**config.mk**
```make
export PLATFORM = sky130hd
export DESIGN_NAME = pipe_delay_hs
export DESIGN_NICKNAME = d
export VERILOG_FILES = /design/src/rtl/pipe_delay_hs.sv
export SDC_FILE = /design/constraint.sdc
export NUM_CORES = 1
export LEC_CHECK = 0
export CORE_ASPECT_RATIO = 0.6
export CORE_UTILIZATION = 60
export CTS_BUF_LIST = sky130_fd_sc_hd__clkbuf_4 sky130_fd_sc_hd__clkbuf_8
export CTS_CLUSTER_SIZE = 10
export DETAILED_ROUTE_END_ITERATION = 7
export GPL_TIMING_DRIVEN = 0
export HOLD_SLACK_MARGIN = 0.15
export PLACE_DENSITY = 0.86
export RECOVER_POWER = 50
export SETUP_SLACK_MARGIN = 0.05
export SYNTH_ARGS = -nofsm -noshare
export SYNTH_HDL_FRONTEND = slang
export SYNTH_SLANG_ARGS = --single-unit
export TNS_END_PERCENT = 20
```
**constraint.sdc**
```tcl
create_clock -name i_clk -period 19.85 [get_ports i_clk]
set_input_delay 5.955 -clock i_clk [delete_from_list [all_inputs] [get_ports i_clk]]
set_output_delay 5.955 -clock i_clk [all_outputs]
set_load 0.03 [all_outputs]
```
**src/rtl/pipe_delay_hs.sv**
```systemverilog
// pipe_delay_hs: fixed-latency delay pipeline with per-stage valid bits and a
// ready/valid handshake on both sides. Empty stages (bubbles) keep advancing
// while the output is stalled. The block also has a synchronous flush and an
// occupancy count.
module pipe_delay_hs #(
    parameter int WIDTH  = 32,
    parameter int CYCLES = 5,
    parameter int CW     = $clog2(CYCLES + 1)
) (
    input  logic             i_clk,
    input  logic             i_reset,
    input  logic             i_flush,
    input  logic             i_valid,
    output logic             o_ready,
    input  logic [WIDTH-1:0] i_data,
    output logic             o_valid,
    input  logic             i_ready,
    output logic [WIDTH-1:0] o_data,
    output logic [CW-1:0]    o_count
);

    logic [CYCLES-1:0] v;
    logic [WIDTH-1:0]  d     [CYCLES];
    logic [CYCLES-1:0] en;
    logic [CYCLES-1:0] src_v;
    logic [WIDTH-1:0]  src_d [CYCLES];
    logic [CW-1:0]     count;
    logic              accept;
    logic              emit;

    // Stage enables: a stage may load when it or any stage ahead of it is
    // empty, or when the output beat is being taken. The chain is walked
    // back from the output with a running term so that no bit of en is
    // computed from another bit of en.
    always_comb begin
        logic run;
        en  = '0;
        run = i_ready;
        for (int k = CYCLES - 1; k >= 0; k--) begin
            run   = run | !v[k];
            en[k] = run;
        end
    end

    assign o_ready = en[0] & !i_flush & !i_reset;
    assign accept  = i_valid & o_ready;
    assign o_valid = v[CYCLES-1];
    assign o_data  = d[CYCLES-1];
    assign emit    = o_valid & i_ready;
    assign o_count = count;

    // Source of each stage: the previous stage, or the accepted input beat
    // for stage 0.
    always_comb begin
        src_v[0] = accept;
        src_d[0] = i_data;
        for (int k = 1; k < CYCLES; k++) begin
            src_v[k] = v[k-1];
            src_d[k] = d[k-1];
        end
    end

    // Valid bits: cleared by reset or flush, otherwise advance where enabled.
    always_ff @(posedge i_clk or posedge i_reset) begin
        if (i_reset) begin
            v <= '0;
        end else if (i_flush) begin
            v <= '0;
        end else begin
            for (int k = 0; k < CYCLES; k++) begin
                if (en[k]) begin
                    v[k] <= src_v[k];
                end
            end
        end
    end

    // Payload: only loaded when a valid beat moves in, so bubbles leave
    // stale data in place. Flush does not touch the payload.
    always_ff @(posedge i_clk or posedge i_reset) begin
        if (i_reset) begin
            for (int k = 0; k < CYCLES; k++) begin
                d[k] <= '0;
            end
        end else if (!i_flush) begin
            for (int k = 0; k < CYCLES; k++) begin
                if (en[k] && src_v[k]) begin
                    d[k] <= src_d[k];
                end
            end
        end
    end

    // Occupancy: +1 per accepted beat, -1 per delivered beat; never
    // overflows because o_ready drops once every stage holds a beat.
    always_ff @(posedge i_clk or posedge i_reset) begin
        if (i_reset) begin
            count <= '0;
        end else if (i_flush) begin
            count <= '0;
        end else begin
            count <= count + CW'(accept) - CW'(emit);
        end
    end

endmodule

```
==> impl_results.md <==
- Failing checks: capacitance limit, slew limit
- Final nets: 546
- Clock-pin slew on the worst setup and hold paths: 0.09 ns
- CP max stage delay: 0.61 ns
- Post-synthesis mux area share: 28.7%
- Post-synthesis average cell area: 16.4 um2
- Synthesized flop and latch total: 168
- Clk_lat worst skew: 0.44 ns
- Area after DPL: 7730 um2
- # DRC: 0
- Final Cell Area: 8090 um2
- Residual overflow from global routing: 0
- Dpl cells: 626
- Slew @ Worst Pin: 5.50 ns
- Core Area: 10800 um2
- Leakage: 3.97 nW
- Post-Synth Simple-Gate Area: 1.44%
- Max Fclk: 0.0721 GHz
- Total negative slack: 0 ns
- Layout area overhead: 19.2%
- Port bufs: 73
- Hold/Removal Path Class: reg2reg
- Final core occ: 75.1%
- R2R Path Start: v[4]
- # rows: 29
- Clk sinks: 168
- Die Ht: 84.4 um
- Vias in the first global route: 3686
- Vias per cell: 5.18
- Number of hold buffers added after CTS: 0
- Max-cap violations: 2
- TritonCTS clock tree: done
- Finished Layout Cells: 658
- Ports: 74
- Top cells by area, synth: dfrtp_1 (62%), mux2_2 (20%), mux2_4 (8.8%)
- Post-Syn Area: 6790 um2
- # diodes: 0
- Maximum VDD drop: 0.0000587 V
- Global-route wire length before repair: 18500 um
- Reg2reg end: o_count[2]
- Reg2Reg Depth: 12
- Syn Inst Count: 413
- Clk_skew: 0.0129 ns
- Critical path fanouts, max: 10
- Status: finished with violations
- Pre-CTS setup slack: 6.27 ns
- Post-synth EDFFs: 0
- Top FF cell, synth: dfrtp_1
- Max Root-Sink Buffers: 2
- Distinct cells, synth: 25
- Critical path origin: i_ready
- Hpwl dp: 7480 um
- WS Path Type: in2out
- Slew Viols, Final: 171
- CP Cell Sequence: dlygate4sd3_1 -> nor2b_4 -> clkbuf_1 -> nand3_1 -> nor3b_1 -> clkdlybuf4s50_1
- Slowest stage cell on the critical path: clkdlybuf4s50_1
- Largest net degree at the start of global routing: 108
- Largest family of logic cells by synthesized area: multiplexers
- Critical Path Stages: 6
- Syn nets: 453
- WP buf/inv: 3
- Synth Area in XOR/XNOR: 0.258%
- R2R Setup Slk: 16.90 ns
- List of most frequent post-synthesis cells: dfrtp_1 (168), mux2_2 (120), mux2_4 (40), buf_4 (32), buf_6 (11)
- Detailed Routing Iterations Pass 1: 4
- RePlAce Congestion: 0.728
- Fin crit period: 13.87 ns
- Synth Area in Compound Gates: 0.810%
- Slew Limit Headroom: -267%
- Yosys warning total: 0
- Worst endpoint required time: 13.89 ns
- Vias: 3409
- Unrepaired setup endpoints after global routing: no
- Cell family with the largest share of critical-path delay: buffers and inverters
- Clock Root Buffer: clkbuf_8
- Initial Util: 63.0%
- Drt total wl: 11000 um
- Cell accounting for the most synthesized area: dfrtp_1
- Setup ws final: 5.98 ns
- Post-CTS sizing: 0
- Final setup viols: 0
- Final hold viol count: 0
- GRT Total Usage: 20.9%
- Top-count cell post-synth: dfrtp_1
- CP arrival: 7.92 ns
- Layout fillers: 664
- Initial antenna violation count: 0
- Startpoint types: input port
- Crit path to: o_ready
- Post-synthesis adder-cell area fraction: 0.663%
- PD cells: 99.2 nW/um2
- Die area: 11800 um2
- Htree depth: 4
- WL/cell: 16.7 um
- Num CTS Buffers: 17
- Post-CTS Setup Repair Bufs: 0
- Antenna Violating Nets Remaining: 0
- Share of layout cells above drive strength 1: 46.1%
- CP endpoint kind: output port
- Post-synth top area share: 61.9%
- Async set or reset register ratio after synthesis: 100%
- Die width: 139 um
- Sequential share of the synthesized area: 61.9%
- DR iter-0 viols: 81
- Final Cycle Share: 69.9%
power breakdown:
group	total, mW	switching, mW	internal [mW]
Combinational	0.102	0.0333	0.0687
Sequential	0.446	0.0357	0.410
Clock	0.255	0.124	0.131
Total	0.803	0.193	0.610
state kept, by name (all words and copies together), names as in the netlist:
| name | count |
|---|---|
| d | 128 |
| o_data | 32 |
| v | 5 |
| o_count | 3 |
layout make-up:
| class | instances | area [um2] | share of cell area (%) |
|---|---|---|---|
| flip-flops and latches | 168 | 4200 | 51.9 |
| plain buffers | 51 | 372 | 4.59 |
| inverters | 5 | 20.0 | 0.247 |
| well taps | 139 | 174 | 2.15 |
| repair buffers | 74 | 734 | 9.07 |
| clock buffers | 19 | 255 | 3.15 |
| multi-input cells | 189 | 2160 | 26.7 |
| clock inverters | 13 | 171 | 2.12 |
cell families (layout without fill, tap and decap cells):
| kind of cell | after synthesis | in the layout |
|---|---|---|
| AO/OA/AOI/OAI | 8 | 8 |
| XOR/XNOR | 2 | 2 |
| adder cells (fa/ha/maj) | 3 | 3 |
| buffers and inverters | 56 | 162 |
| flip-flops | 168 | 168 |
| multiplexers | 160 | 160 |
| AND/OR/NAND/NOR | 16 | 16 |
placed cells by master (no fill, tap or decap), types with 2 or more instances in the layout:
cell type and n:
ha_1 2, clkinv_2 2, clkinv_4 5, dlygate4sd3_1 3, clkdlybuf4s50_1 70, a311o_1 2, nor2_1 7, clkbuf_8 18
mux2_4 39, nand2b_1 2, dfrtp_1 168, clkbuf_1 7, bufinv_16 3, inv_1 4, mux2_2 120, a21oi_1 4
buf_6 7, buf_4 32, buf_2 6
worst min-delay path by stage:
stage | from | cells after the start | to
6_report | d[47] | 1 | o_data[15]
5_1_grt | d[52] | 1 | d[52]
4_1_cts | d[47] | 1 | o_data[15]
3_5_place_dp | d[71] | 1 | d[39]
3_3_place_gp | d[74] | 1 | d[42]
2_1_floorplan | d[156] | 1 | d[156]
per-stage QoR:
step	power, mW	hold slack (ns)
after CTS	0.813	0.499
after floorplan	0.521	0.474
after global placement	0.544	0.481
after detailed placement	0.558	0.490
after global routing	0.841	0.516
final	0.803	0.496
worst register-to-register path, cell delays in order, from the launching register on:
cell and delay, ns:
dfrtp_1 0.38, nor2b_4 0.14, clkbuf_1 0.34, a311o_1 0.25
clkbuf_1 0.35, buf_6 0.25, ha_1 0.25, inv_1 0.06
ha_1 0.13, inv_1 0.05, fa_1 0.37, xnor2_1 0.17
nor2_1 0.07
per-layer routing:
metal | part of all wire, % | track usage (%)
met5 | 0 | 0
met4 | 1.0 | 7.78
met3 | 2.8 | 5.08
met2 | 50 | 34.4
met1 | 46 | 27.5
(Power assumes the default switching activity.)
